<file path="config.mk">
export PLATFORM = sky130hd
export DESIGN_NAME = load_down_counter
export DESIGN_NICKNAME = d
export VERILOG_FILES = /design/src/rtl/load_down_counter.sv
export SDC_FILE = /design/constraint.sdc
export NUM_CORES = 1
export LEC_CHECK = 0
export BUFFER_PORTS_ARGS = -buffer_cell sky130_fd_sc_hd__buf_2
export CAP_MARGIN = 15
export CORE_AREA = 2 2 39 41
export DETAILED_ROUTE_END_ITERATION = 8
export DIE_AREA = 0 0 41 43
export GPL_ROUTABILITY_DRIVEN = 0
export PLACE_DENSITY = 0.36
export SETUP_SLACK_MARGIN = 0.05
export SLEW_MARGIN = 5
export SYNTH_ARGS = -nofsm -noshare
export SYNTH_HDL_FRONTEND = slang
export SYNTH_SLANG_ARGS = --single-unit
</file>
<file path="constraint.sdc">
create_clock -name clk -period 2.05 [get_ports clk]
set_input_delay 0 -clock clk [delete_from_list [all_inputs] [get_ports clk]]
set_output_delay 0 -clock clk [all_outputs]
set_load 0.05 [all_outputs]
</file>
<file path="src/rtl/load_down_counter.sv">
// Loadable N-bit down-counter built from T flip-flops with a borrow-chain toggle network.
// Load and decrement land on q one edge after the strobe; zero/bout are combinational.
module load_down_counter #(
    parameter int N = 3
) (
    input  logic         clk,
    input  logic         nrst,
    input  logic [N-1:0] d,
    input  logic         load,
    input  logic         en,
    output logic [N-1:0] q,
    output logic         zero,
    output logic         bout
);

    logic [N-1:0] r_q;
    logic [N-1:0] w_t;
    logic [N-1:0] w_borrow;
    logic         w_zero;

    // A bit toggles on decrement only when every lower bit is 0 (a borrow ripples through).
    always_comb begin
        w_borrow    = '0;
        w_borrow[0] = en;
        for (int j = 1; j < N; j++) begin
            w_borrow[j] = w_borrow[j-1] & ~r_q[j-1];
        end
    end

    // Loading is expressed as a toggle too: flip exactly the bits that differ from d.
    assign w_t = load ? (d ^ r_q) : w_borrow;

    always_ff @(posedge clk or negedge nrst) begin
        if (!nrst) begin
            r_q <= '0;
        end else begin
            r_q <= r_q ^ w_t;
        end
    end

    assign w_zero = (r_q == '0);
    assign q      = r_q;
    assign zero   = w_zero;
    // Gated by nrst so a held-in-reset stage never signals a borrow downstream.
    assign bout   = nrst & en & ~load & w_zero;

endmodule

</file>
==> summary.md <==
| Metric | Value |
|---|---|
| Layout cells sized above 1 | `45.7%` |
| Slew of the pin with the lowest slew margin | `around 0.25 ns` |
| Port bufs | `11` |
| Critical path required time | `2.05 ns` |
| Rel. slew slack | `83.4%` |
| Main flop type after synthesis | `dfrtp_1` |
| Final setup viols | `0` |
| First-pass GRT wire length | `about 660 um` |
| Via count | `180` |
| CTS Buf Count | `3` |
| Synth warn | `0` |
| Setup TNS | `0 ns` |
| Worst-Skew Late Latency | `roughly 0.23 ns` |
| Starting Density | `between 10% and 20%` |
| Vias per std cell | `3.53` |
| Placement Setup Slack | `roughly 0.91 ns` |
| # rows | `14` |
| Critical path capture point type | `output pin` |
| Critical Path Slowest Stage Cell | `dfrtp_1` |
| # diodes | `0` |
| Initial antenna violation count | `0` |
| Worst EP arrival | `1.38 ns` |
| 1st-iter DRT viols | `2` |
| Worst-path maximum fanout | `5` |
| Post-route minimum period | `1.38 ns` |
| CTS root buffer | `clkbuf_4` |
| Chip width | `around 40 um` |
| Share of synthesized registers carrying an async set or reset | `100%` |
| H-Tree Depth | `1` |
| Commonest cells post-synth | `dfrtp_1, nand2_1, xnor2_1` |
| Final Cycle Share | `between 60% and 70%` |
| Cell area power density | `about 900 mW/mm2` |
| Net count after synthesis | `23` |
| Hold Path Class | `in -> reg` |
| Mean area per synthesized cell | `roughly 10 um2` |
| Clock tree buffer depth | `2` |
| Synth top area cells | `dfrtp_1, xnor2_1, and4bb_2, nor3b_2, nand2_1` |
| CTS clock-pin slew for the worst setup and hold paths | `0.04 ns` |
| Max rail drop VDD | `0.351 mV` |
| Clock sink count | `3` |
| Synth Cell Area | `between 150 and 200 um2` |
| Cell count after synthesis | `16` |
| Grt ovf | `0` |
| DRT Wirelength | `about 430 um` |
| Largest area contributor in the synthesized netlist | `dfrtp_1` |
| GRT Overall Usage | `just under 6%` |
| Die area | `0.00176 mm2` |
| CP Cell Sequence | `nor3b_2 > and4bb_2 > buf_2` |
| Max reg flops | `3` |
| Setup bufs post-CTS | `0` |
| Outcome | `completed` |
| Setup ws final | `0.671 ns` |
| Area grow syn2layout | `86.3%` |
| Leakage | `0.141 nW` |
| Fin. Hold Viols | `0` |
| Unrepaired setup endpoints after global routing | `no` |
| DRC viols | `0` |
| Distinct cell type count after synthesis | `9` |
| Top achievable clock speed | `about 730 MHz` |
| Die Y | `43 um` |
| Number of synthesized flops with an enable pin | `0` |
| Post-synth top area share | `a little under half` |
| CTS tree | `yes` |
| Ports | `12` |
| Register area share after synthesis | `between 40% and 50%` |
| #FFs+latches synth | `3` |
| Nets | `43` |
| Pin count of the biggest net entering global routing | `8` |
| Placeable Area | `around 0.0014 mm2` |
| Setup CP Type | `reg -> out` |
| Max cap viols | `0` |
| Vias in the first global route | `170` |
| Final Max Slew Viols | `0` |
| Final core utilization | `between 20 and 25%` |
| Antenna-violating nets left | `0` |
| Avg WL per Cell | `~8.5 um` |
| Startpoint type of the worst setup path | `register` |
| Post-cts sizing count | `0` |
| First-pass iteration count of the detailed router | `2` |
| Crit-path max cell delay | `around 0.43 ns` |
| Worst Skew | `between 0.002 and 0.003 ns` |
[worst max-delay path: cells and delay by family (launching register included)]
| family | cells | cell delay, ns |
|---|---|---|
| buffers and inverters | 1 | 0.25 |
| DFF | 1 | 0.43 |
| and+or+nand+nor | 2 | 0.46 |
[path summary, 6_finish.rpt]
kind | cells past startpoint | slack (ns) | end | start
worst max-delay path | 3 | 0.67 | bout | q[0]
worst min-delay path | 2 | 0.02 | q[2] | load
worst max register to register | 3 | 1.06 | q[2] | q[0]
worst min register to register | 2 | 0.63 | q[2] | q[2]
max in group asynchronous | 2 | 1.82 | q[1] | nrst
min in group asynchronous | 2 | 0.11 | q[0] | nrst
[layout make-up]
cell class	count	area [um2]
Fill cell	156	1080
Timing Repair Buffer	15	95.1
Multi-Input combinational cell	13	88.8
Sequential cell	3	75.1
Clock buffer	4	26.3
Tap cell	16	20.0
[layout by cell type, fill, tap and decap left out]
cell           instances
buf_2                 11
dlygate4sd3_1          4
xnor2_1                3
nand2_1                3
clkbuf_4               3
dfrtp_1                3
o21ai_0                2
nor2b_1                1
nor3b_2                1
o21ai_1                1
nor3_1                 1
and4bb_2               1
clkbuf_1               1
[per-stage QoR]
step | hold WS, ns | cells | cell area [um2] | power, W
after floorplan | -0.296 | 16 | 164 | 0.000139
after global placement | -0.194 | 43 | 239 | 0.000163
after detailed placement | -0.196 | 43 | 239 | 0.000163
after CTS | 0.00732 | 51 | 305 | 0.000278
after global routing | 0.0345 | 51 | 305 | 0.000291
final | 0.0193 | 51 | 305 | 0.000272
[per-layer routing]
layer / vias to the layer above / track usage [%] / routed length, um
li1: 94 / - / -
met5: - / 0 / 0
met2: 12 / 6.56 / 128
met3: 0 / 6.28 / 59
met4: 0 / 0 / 0
met1: 74 / 8.06 / 243
[timing repair]
action | 4_1_cts | 5_1_grt
endpoints found under the hold margin | 6 | 0
endpoints found under the setup margin | 0 | 0
hold buffers | 4 | 0
[where the power goes]
group / internal, W / total [W] / switching (W) / leakage [nW]
Clock: 0.0000730 / 0.000104 / 0.0000308 / 0.0150
Sequential: 0.0000676 / 0.0000790 / 0.0000113 / 0.0361
Combinational: 0.0000308 / 0.0000890 / 0.0000582 / 0.0897
[kinds of logic after synthesis]
logic type	synth area share (%)
AND/OR/NAND/NOR	29.0
flip-flops	45.8
XOR/XNOR	16.0
AO/OA/AOI/OAI	9.16
(Power assumes the default switching activity.)
